===== config.mk =====
export PLATFORM = sky130hd
export DESIGN_NAME = mmio_controller
export DESIGN_NICKNAME = d
export VERILOG_FILES = /design/src/rtl/mmio_controller.sv
export SDC_FILE = /design/constraint.sdc
export NUM_CORES = 1
export LEC_CHECK = 0
export CELL_PAD_IN_SITES_DETAIL_PLACEMENT = 1
export CELL_PAD_IN_SITES_GLOBAL_PLACEMENT = 1
export CORE_MARGIN = 5
export CORE_UTILIZATION = 43
export DETAILED_ROUTE_END_ITERATION = 6
export PLACE_DENSITY = 0.79
export SLEW_MARGIN = 5
export SYNTH_ARGS = -nofsm -noshare
export SYNTH_HDL_FRONTEND = slang
export SYNTH_SLANG_ARGS = --single-unit

===== constraint.sdc =====
create_clock -name clk -period 4.1 [get_ports clk]
set_clock_uncertainty 0.2 [all_clocks]
set_input_delay 0.41 -clock clk [delete_from_list [all_inputs] [get_ports clk]]
set_output_delay 0.41 -clock clk [all_outputs]
set_load 0.01 [all_outputs]

===== src/rtl/mmio_controller.sv =====
// I/O-space controller: LED register, free-running cycle counter
// and a FIFO-buffered 8N1 UART transmitter.
module mmio_controller #(
  parameter int LED_W        = 5,
  parameter int FIFO_DEPTH   = 8,
  parameter int CLKS_PER_BIT = 868
) (
  input  logic             clk,
  input  logic             reset,
  input  logic             sel,
  input  logic             we,
  input  logic [31:0]      addr,
  input  logic [31:0]      wdata,
  output logic [31:0]      rdata,
  output logic [LED_W-1:0] leds,
  output logic             uart_tx
);

  localparam int AW = $clog2(FIFO_DEPTH);
  localparam int BW = $clog2(CLKS_PER_BIT);
  localparam logic [BW-1:0] BMAX = BW'(CLKS_PER_BIT - 1);
  localparam logic [AW:0] DEPTH = (AW + 1)'(FIFO_DEPTH);

  localparam logic [1:0] IDLE  = 2'd0;
  localparam logic [1:0] START = 2'd1;
  localparam logic [1:0] DATA  = 2'd2;
  localparam logic [1:0] STOP  = 2'd3;

  logic [2:0]       off;
  logic             wr;
  logic             push_req;
  logic             push;
  logic             pop;
  logic             full;
  logic             empty;
  logic             busy;
  logic             unused_addr;

  logic [LED_W-1:0] led_q;
  logic [31:0]      cyc_q;
  logic [7:0]       mem [FIFO_DEPTH];
  logic [AW-1:0]    wptr;
  logic [AW-1:0]    rptr;
  logic [AW:0]      cnt;
  logic             ovf;
  logic [1:0]       state;
  logic [7:0]       shreg;
  logic [BW-1:0]    bitcnt;
  logic [2:0]       idx;
  logic             tx_q;

  assign off         = addr[4:2];
  assign unused_addr = ^{addr[31:5], addr[1:0]};
  assign wr          = sel & we;
  assign push_req    = wr & (off == 3'd1);
  assign full        = (cnt == DEPTH);
  assign empty       = (cnt == '0);
  assign push        = push_req & ~full;
  assign pop         = (state == IDLE) & ~empty;
  assign busy        = (state != IDLE);
  assign leds        = led_q;
  assign uart_tx     = tx_q;

  // LED register
  always_ff @(posedge clk or negedge reset) begin
    if (!reset) led_q <= '0;
    else if (wr && off == 3'd0) led_q <= wdata[LED_W-1:0];
  end

  // Cycle counter: a store replaces the increment
  always_ff @(posedge clk or negedge reset) begin
    if (!reset) cyc_q <= '0;
    else if (wr && off == 3'd3) cyc_q <= wdata;
    else cyc_q <= cyc_q + 32'd1;
  end

  // FIFO storage; contents are dead once the pointers reset
  always_ff @(posedge clk) begin
    if (push) mem[wptr] <= wdata[7:0];
  end

  // FIFO pointers and occupancy
  always_ff @(posedge clk or negedge reset) begin
    if (!reset) begin
      wptr <= '0;
      rptr <= '0;
      cnt  <= '0;
    end else begin
      if (push) wptr <= wptr + AW'(1);
      if (pop) rptr <= rptr + AW'(1);
      if (push && !pop) cnt <= cnt + (AW + 1)'(1);
      else if (pop && !push) cnt <= cnt - (AW + 1)'(1);
    end
  end

  // Sticky overflow; a dropped push beats a clear
  always_ff @(posedge clk or negedge reset) begin
    if (!reset) ovf <= 1'b0;
    else if (push_req && full) ovf <= 1'b1;
    else if (wr && off == 3'd2 && wdata[3]) ovf <= 1'b0;
  end

  // UART frame sequencer
  always_ff @(posedge clk or negedge reset) begin
    if (!reset) begin
      state  <= IDLE;
      shreg  <= '0;
      bitcnt <= '0;
      idx    <= '0;
    end else begin
      unique case (state)
        IDLE: begin
          if (!empty) begin
            shreg  <= mem[rptr];
            bitcnt <= '0;
            state  <= START;
          end
        end
        START: begin
          if (bitcnt == BMAX) begin
            bitcnt <= '0;
            idx    <= '0;
            state  <= DATA;
          end else begin
            bitcnt <= bitcnt + BW'(1);
          end
        end
        DATA: begin
          if (bitcnt == BMAX) begin
            bitcnt <= '0;
            idx    <= idx + 3'd1;
            if (idx == 3'd7) state <= STOP;
          end else begin
            bitcnt <= bitcnt + BW'(1);
          end
        end
        STOP: begin
          if (bitcnt == BMAX) begin
            bitcnt <= '0;
            state  <= IDLE;
          end else begin
            bitcnt <= bitcnt + BW'(1);
          end
        end
        default: state <= IDLE;
      endcase
    end
  end

  // Registered line driver, one cycle behind the sequencer
  always_ff @(posedge clk or negedge reset) begin
    if (!reset) tx_q <= 1'b1;
    else if (state == START) tx_q <= 1'b0;
    else if (state == DATA) tx_q <= shreg[idx];
    else tx_q <= 1'b1;
  end

  // Combinational read mux
  always_comb begin
    rdata = '0;
    if (sel) begin
      unique case (1'b1)
        (off == 3'd0): rdata[LED_W-1:0] = led_q;
        (off == 3'd2): rdata[3:0] = {ovf, busy, empty, full};
        (off == 3'd3): rdata = cyc_q;
        default:       rdata = '0;
      endcase
    end
  end

endmodule


# --- Yosys cells after proc, flatten, opt, wreduce, memory -nomap -nowiden ---
# Memories as Yosys holds them, arrays and structs flattened. A register that Yosys moved wholly into a read port is not among the register bits.
# Cells that the tools add are included.
word_totals:
  regBits: 64
  mem_bits_rw: 64
  in_bits: 68
  out_inout_bits: 38
  wordCells: 87
  mem_count: 1
mem_list:
  columns: ["memory", "depth", "width", "read_ports", "rd_ports_with_merged_regs", "wr", "line", "source"]
  rows:
  - ["mem", 8, 8, 1, 1, 1, "41", "logic [7:0] mem [FIFO_DEPTH];"]
op_classes:
  addsub: 7
  magnitude_cmp: 1
  n_eq_ne: 14
  mux: 27
  bitwise_logic: 6
  n_reduce_logical: 21
ops:
  columns: ["op", "n"]
  rows:
  - ["2-to-1 mux 32 bit", 2]
  - ["adder 32 x 1 -> 32 bit (second input constant)", 1]
  - ["2-to-1 mux 27 bit", 1]
  - ["2-to-1 mux 10 bit", 2]
  - ["one-hot mux 10 bit (2 select lines)", 1]
  - ["one-hot mux 4 bit (3 select lines)", 1]
  - ["adder 10 x 1 -> 10 bit (second input constant)", 1]
  - ["equality test 10 bit (second input constant)", 1]
  - ["2-to-1 mux 2 bit", 5]
  - ["inequality test 2 bit (second input constant)", 5]
  - ["adder 3 x 1 -> 3 bit (second input constant)", 3]
  - ["2-to-1 mux 4 bit", 2]
  - ["one-hot mux 2 bit (4 select lines)", 1]
  - ["nonzero test 2 bit", 4]
  - ["logical AND 1 bit", 7]
  - ["2-to-1 mux 1 bit", 7]
  - ["equality test 3 x 2 -> 1 bit (second input constant)", 2]
  - ["2-to-1 mux 3 bit", 2]
  - ["one-hot mux 3 bit (2 select lines)", 1]
  - ["AND reduction 5 bit", 1]
  - ["adder 4 x 1 -> 4 bit (second input constant)", 1]
  - ["bitwise AND 1 bit", 4]
  - ["equality test 2 bit (second input constant)", 2]
  - ["equality test 4 bit (second input constant)", 1]
  - ["15 further kinds", 18]

# --- Longest topological paths before layout ---
# Gate-level depths: netlist (run 1).
logic_depth:
  word_depth: 7
  depth_mapped: 11
  depth_no_buf: 10

# --- Least setup slack after synthesis (run 1) ---
# No wires, ideal clock.
synth_timing:
  path_kind: "reg2reg"
  from: "register cnt[1]"
  to: "register cnt[3]"
  setup_ps: 80
  arrival_ps: 2630
  t_required_ps: 3820
  path_slack_ps: 1190
  stages_incl_launch_ff: 11
  path_buffers: 0
  synth_period_minus_slack_ps: 2910
  path_cell_list: "dfrtp_1 -> or4b_2 -> nand3_1 -> inv_1 -> ha_1 -> inv_1 -> ha_1 -> a21o_1 -> a21oi_1 -> mux2i_1 -> xnor2_1"
synth_between:
  elab_chain_len: 6
  elab_cells_between_ends: 15
  classes_between: "2 x add/sub; 1 x eq/ne; 2 x mux; 4 x bitwise; 6 x reduce/logical"
synth_rtl:
  columns: ["element", "line", "source"]
  rows:
  - ["from (decl)", "44", "logic [AW:0] cnt;"]
  - ["from (signal assigned)", "91", "if (push && !pop) cnt <= cnt + (AW + 1)'(1);"]
  - ["from (signal assigned)", "92", "else if (pop && !push) cnt <= cnt - (AW + 1)'(1);"]
  - ["equality test 4 bit *", "56", "assign full = (cnt == DEPTH);"]
  - ["inverter 1 bit *", "58", "assign push = push_req & ~full;"]
  - ["bitwise AND 1 bit *", "58", null]
  - ["via push", "32", "logic push;"]
  - ["logical NOT 1 bit", "92", null]
  - ["logical AND 1 bit", "92", null]
  - ["nonzero test 2 bit (no line)", null, null]
# The timed path passes the listed nets; every way through them passes the cells marked *. The select of a mux whose other input is x is not followed.
# A chain may end at the register's enable or synchronous reset.

# --- Final worst setup path (run 1) ---
# Ends and elaborated chain as after synthesis.

==> results of run 1 <==
registers in the layout, indices dropped and copies added (netlist names):
signal   cells
bitcnt      10
cnt          4
leds         5
cyc_q       32
ovf          1
shreg        8
mem         64
idx          3
state        2
wptr         3
rptr         3
uart_tx      1
worst max-delay path by stage:
stage                         endpoint  cells past startpoint  slack [ns]               start
detailed placement  cnt[3]$_DFFE_PN0P_                     11        0.53                 sel
finish              cnt[3]$_DFFE_PN0P_                     10        0.77  cnt[1]$_DFFE_PN0P_
global placement    cnt[3]$_DFFE_PN0P_                     11        0.65                 sel
global route        cnt[3]$_DFFE_PN0P_                     10        0.60  cnt[0]$_DFFE_PN0P_
floorplan           cnt[3]$_DFFE_PN0P_                     10        1.19  cnt[1]$_DFFE_PN0P_
CTS                 cnt[3]$_DFFE_PN0P_                     10        0.75  cnt[1]$_DFFE_PN0P_
critical path, stage by stage (launching register included):
cell and delay [ns]:
dfrtp_1 0.46, or4b_2 0.70, nand3_1 0.30, inv_1 0.17
ha_1 0.26, inv_1 0.14, ha_1 0.25, a21o_1 0.18
a21oi_1 0.20, mux2i_1 0.26, xnor2_1 0.13
metrics by stage:
step | setup WS [ns] | utilization (%)
CTS | 0.747 | 53.7
detailed placement | 0.528 | 49.9
global route | 0.602 | 53.7
global placement | 0.649 | 49.9
finish | 0.772 | 53.7
floorplan | 1.19 | -
repair_timing:
item                                    in CTS  in global routing
setup buffers                                0                  0
endpoints found under the setup margin       0                  0
hold buffers                                 1                  0
endpoints found under the hold margin       25                  0
gates resized for setup                      0                  0
power by group through the flow:
stage	logic [W]	clock network [W]	registers, W
after floorplan	0.000419	0	0.00177
after global placement	0.000598	0	0.00183
after detailed placement	0.000645	0	0.00185
after CTS	0.000657	0.00151	0.00183
after global routing	0.000716	0.00159	0.00186
final	0.000646	0.00149	0.00183
Yosys cell counts (2+ instances only):
cell type / count
a22o_1: 2
edfxtp_1: 64
clkbuf_8: 3
nor2b_1: 2
a32o_1: 2
xor2_1: 2
mux2i_1: 16
inv_1: 11
nor2_1: 49
xnor2_1: 18
and3_1: 5
a31oi_1: 22
a21o_1: 2
nand4_1: 10
nor4b_1: 2
and3b_1: 2
nand2_1: 29
nor4_1: 6
nor3_1: 7
nand2b_1: 8
dfrtp_1: 71
buf_2: 3
mux4_2: 18
a21oi_1: 25
or2_2: 2
o21ai_0: 20
ha_1: 14
or4_1: 12
mux2_2: 10
a2bb2oi_1: 2
nand3_1: 17
buf_1: 3
or3_1: 10
and2_1: 30
o31ai_1: 10
clkbuf_1: 17
kinds of logic (layout without fill, tap and decap cells):
family | count (synthesis) | after routing | synth area share [%]
AO/OA/AOI/OAI | 88 | 88 | 8.07
XOR/XNOR | 20 | 20 | 2.66
adder cells (fa/ha/maj) | 15 | 15 | 2.96
buffers and inverters | 37 | 132 | 2.62
flip-flops | 136 | 136 | 56.5
multiplexers | 44 | 44 | 10.3
AND/OR/NAND/NOR | 204 | 204 | 16.9
layout make-up:
class / count / share of cell area, %
clock buffers: 20 / 5.37
well taps: 188 / 2.89
inverters: 11 / 0.507
multi-input cells: 371 / 33.1
repair buffers: 89 / 10.7
clock inverters: 12 / 1.63
flip-flops and latches: 136 / 45.8
routing by layer:
metal,up-vias,share of wire [%]
li1,2202,-
met1,2424,42
met2,110,53
met3,26,3.4
met4,0,2.1
met5,-,0
placed cells by master, fill, tap and decap left out, types with 11 or more instances in the layout:
cell             Yosys  routed
mux2i_1             16      16
nand2_1             29      29
dfrtp_1             71      71
inv_1               11      11
xnor2_1             18      18
mux4_2              18      18
clkdlybuf4s50_1      0      75
o21ai_0             20      20
edfxtp_1            64      64
a21oi_1             25      25
a31oi_1             22      22
buf_4                0      12
and2_1              30      30
or4_1               12      12
nand3_1             17      17
ha_1                14      14
nor2_1              49      49
clkbuf_16            0      17
==> out/qor.yml, run 1 <==
worst_setup_path:
  r2r_cells: 10
  arrival_ns: 3.47
  worst_setup_path_start_kind: "register"
  r2r_setup_slack_ns: 0.77
  end_kind: "register"
  crit_required_ns: 4.24
  critical_path.max_fanout: 7
  r2r_start: "cnt[1]$_DFFE_PN0P_"
  r2r_end: "cnt[3]$_DFFE_PN0P_"
  crit_type: "reg2reg"
drt:
  wirelength_um: 16900
  vias: 4762
  viasPerCell: 5.76
  firstDrtPassIters: 4
  drtIter0Drc: 260
  wire_per_inst_um: 20.4
  route.detailed.drc: 0
  antenna_left: 0
place:
  port_buffers: 76
  dp_hpwl_um: 11600
  dp_cells: 794
  gp_congestion: 0.831
  place_area_sq_um: 7560
yosys:
  synthArstFlopShare_pct: 52.9
  synth_area_sq_um: 6590
  synth_top_area_share_pct: 29.2
  ys_types: 54
  synth-edff-count: 64
  synth_largest_area_cell: "edfxtp_1"
  syn-num-nets: 627
  synthTopCellsByArea: "edfxtp_1, dfrtp_1, mux4_2"
  yosysWarnings: 0
  ys_seq_area_share_pct: 56.5
  yosys_register_bits: 136
  synth_top_flop_cell: "dfrtp_1"
  synth.avg_cell_area_sq_um: 12.1
  synth_cells: 544
timing:
  fin_crit_ns: 3.33
  final.setup.tns_ns: 0
  slew_headroom_pct: 26.6
  rsz0062_at_grt: "false"
  fmax_mhz: 300
  finalSetupViolations: 0
  drv_slew: 0
  finalHoldViolCount: 0
  finalCritPeriodShare_pct: 81.2
  timing.hold.ws_ns: 0.286
  worst_pin_slew_ns: 1.10
cells_and_area:
  area_growth_pct: 23.4
  drive_gt1_share_pct: 12.1
  final_nets: 709
  register_area_sq_um: 3720
  fin_cells: 827
  multiInputGateArea_sq_um: 2700
  insertedDiodeCount: 0
  fillers: 1578
  fin_area_sq_um: 8140
global_route:
  grt.busiest_layer: "met2"
  overflow: 0
  grt_pass1_wl_um: 27900
  grtUsageMet1_pct: 24.1
  grt_util_met3_pct: 4.65
  grt_antenna_before_repair: 0
  grt_pass1_vias: 5272
  track_usage_pct: 19.9
  grt_max_degree: 73
  use_met2_pct: 35.0
power:
  peakVddDrop_v: 0.000310
  p_clk_share_pct: 37.6
  p_comb_share_pct: 16.3
  intPower_w: 0.00285
  finalPower_w: 0.00397
  p_leak_nw: 3.05
  p_seq_share_pct: 46.1
  p_per_area_nw_per_um2: 488
  switching_share_pct: 28.3
  switchingPower_w: 0.00112
hold_path:
  hp-class: "reg2reg"
  hold_end: "shreg[5]$_DFFE_PN0P_"
  min_from: "shreg[5]$_DFFE_PN0P_"
  hold_depth: 2
run:
  maxCapViolCount: 0
floorplan:
  core_area_sq_um: 15100
  die_w_um: 134
  die_area_sq_um: 17900
  die_y_um: 134
  initial_core_util_pct: 43.5
  io_pins: 106
  rows: 45
clock_tree:
  cts_max_path_buffers: 2
  cts_tree: "yes"
  insertion_delay_ns: 0.41
  cts.sinks: 136
  root_buffer: "clkbuf_16"
  cts_buffers: 17
  cts.htree.levels: 4
  clk_pin_slew_worst_paths_ns: 0.06
run_status:
  status: "finished clean"
(Power assumes the default switching activity.)
==> inputs of run 2 (changes only) <==
CORE_UTILIZATION = 39   (was 43)
PLACE_DENSITY = 0.75   (was 0.79)
clock period = 3.01 ns   (was 4.1 ns; I/O delays follow)
==> run 2 against run 1 <==
Routed wire length is 1.3% lower. Register-to-register slack worse by 0.65 ns. Non-clock buffer count is 16 higher. Sequential power is 35% higher. Flip-flop and latch count stayed put. Die area is 9.5% higher. Maximum frequency is 15% higher. Total power is 41% higher.
==> out/qor.yml, run 2 (same netlist as run 1, synthesis figures left out) <==
place:
  pre_cts_ws_ns: -0.00988
  port_buffers: 76
  gp_congestion: 0.804
  place_area_sq_um: 7680
  dp_hpwl_um: 11400
power:
  p_per_area_nw_per_um2: 672
  p_leak_nw: 3.14
  peakVddDrop_v: 0.000476
cells_and_area:
  drive_gt1_share_pct: 15.4
  area_growth_pct: 26.7
  top_regs: "mem (64), cyc_q (32), bitcnt (10)"
  final_nets: 725
  largest_reg_flops: 64
  top_register: "mem"
  final_common_cell: "clkdlybuf4s50_1"
  post-route-util_pct: 50.4
  fin_area_sq_um: 8350
  insertedDiodeCount: 0
  most-common-layout-cells: "clkdlybuf4s50_1, dfrtp_1, edfxtp_1"
global_route:
  overflow: 0
  grt_antenna_before_repair: 0
  grt_pass1_vias: 5344
  grt_pass1_wl_um: 27600
  grt_max_degree: 73
  track_usage_pct: 17.5
clock_tree:
  cts_tree: "yes"
  insertion_delay_ns: 0.42
  cts.htree.levels: 4
  clk_pin_slew_worst_paths_ns: 0.06
  cts_buffers: 17
  cts_max_path_buffers: 2
  root_buffer: "clkbuf_16"
  cts.sinks: 136
timing:
  rsz0062_at_grt: "false"
  layout_setup_ws_ns: 0.125
  fmax_mhz: 347
  drv_slew: 0
  finalHoldViolCount: 0
  finalCritPeriodShare_pct: 95.9
  worst_pin_slew_ns: 1.05
  fin_crit_ns: 2.89
  finalSetupViolations: 0
  slew_headroom_pct: 29.7
floorplan:
  die_y_um: 140
  die_w_um: 140
  io_pins: 106
  core_area_sq_um: 16600
  rows: 47
  die_area_sq_um: 19600
  initial_core_util_pct: 39.8
worst_setup_path:
  crit_start: "cnt[1]$_DFFE_PN0P_"
  end_kind: "register"
  arrival_ns: 3.02
  r2r_cells: 10
  crit_type: "reg2reg"
  critical_path.max_fanout: 5
  cp-endpoint: "cnt[3]$_DFFE_PN0P_"
  r2r_end: "cnt[3]$_DFFE_PN0P_"
  r2r_setup_slack_ns: 0.12
  r2r_start: "cnt[1]$_DFFE_PN0P_"
  worst_setup_path_start_kind: "register"
  crit_required_ns: 3.15
run:
  maxCapViolCount: 0
run_status:
  status: "finished clean"
hold_path:
  hp-class: "in2reg"
drt:
  firstDrtPassIters: 4
  viasPerCell: 5.49
  wirelength_um: 16600
  wire_per_inst_um: 19.0
  drtIter0Drc: 216
  route.detailed.drc: 0
  antenna_left: 0
  vias: 4802
[run 2: cell types whose count changed in the layout (fill, tap and decap cells not counted), sizes merged]
cell	before	now
buf	13	29
bufinv	3	4
clkinv	8	4
clkinvlp	1	2
inv	11	13
[run 2: how the worst min path moves through the flow]
stage	cells after the start	startpoint	slack [ns]	to
after detailed placement	2	shreg[0]$_DFFE_PN0P_	0.27	shreg[0]$_DFFE_PN0P_
final	3	wdata[22]	0.26	cyc_q[22]$_DFF_PN0_
after floorplan	0	reset	-0.19	bitcnt[0]$_DFFE_PN0P_
after global placement	2	shreg[2]$_DFFE_PN0P_	0.26	shreg[2]$_DFFE_PN0P_
after global routing	3	wdata[16]	0.28	cyc_q[16]$_DFF_PN0_
after CTS	3	wdata[22]	0.23	cyc_q[22]$_DFF_PN0_
[run 2: metal layers]
| layer | part of all wire, % | GRT usage, % |
|---|---|---|
| met1 | 42 | 21.7 |
| met2 | 52 | 30.4 |
| met3 | 4.0 | 4.02 |
| met4 | 1.8 | 5.86 |
| met5 | 0 | 0 |
[run 2: worst max-delay path, stage by stage (launching register included)]
cell	delay, ns
dfrtp_2	0.43
or4b_2	0.68
nand3_2	0.11
inv_1	0.06
ha_1	0.22
inv_1	0.09
ha_1	0.23
a21o_1	0.17
a21oi_1	0.17
mux2i_1	0.28
xnor2_1	0.16
[run 2: through the flow]
step | cells | TNS [ns] | power, W | hold slack [ns]
after global routing | 875 | 0 | 0.00589 | 0.279
after global placement | 839 | 0 | 0.00332 | 0.257
after detailed placement | 839 | -0.00988 | 0.00339 | 0.272
after floorplan | 544 | 0 | 0.00298 | -0.195
final | 875 | 0 | 0.00561 | 0.256
after CTS | 872 | 0 | 0.00564 | 0.231
[run 2: final cells by class]
| cell class | count | area, sq um |
|---|---|---|
| clock buffer | 20 | 457 |
| clock inverter | 12 | 171 |
| fill | 1765 | 8230 |
| inverter | 11 | 41.3 |
| multi-input combinational | 371 | 2700 |
| sequential | 136 | 3730 |
| tap | 220 | 275 |
| timing repair buffer | 105 | 978 |
[run 2: repair_timing]
item                                    in CTS  in global routing
hold endpoints to repair                    71                  0
hold buffers                                 1                  0
gates resized for setup                      0                  3
endpoints found under the setup margin       0                  3
setup buffers                                0                  3
[run 2: where the power goes]
part           leakage, nW  switching, W  internal (W)
Clock                0.304      0.000787       0.00143
Sequential            1.41      0.000304       0.00217
Combinational         1.43      0.000461      0.000465
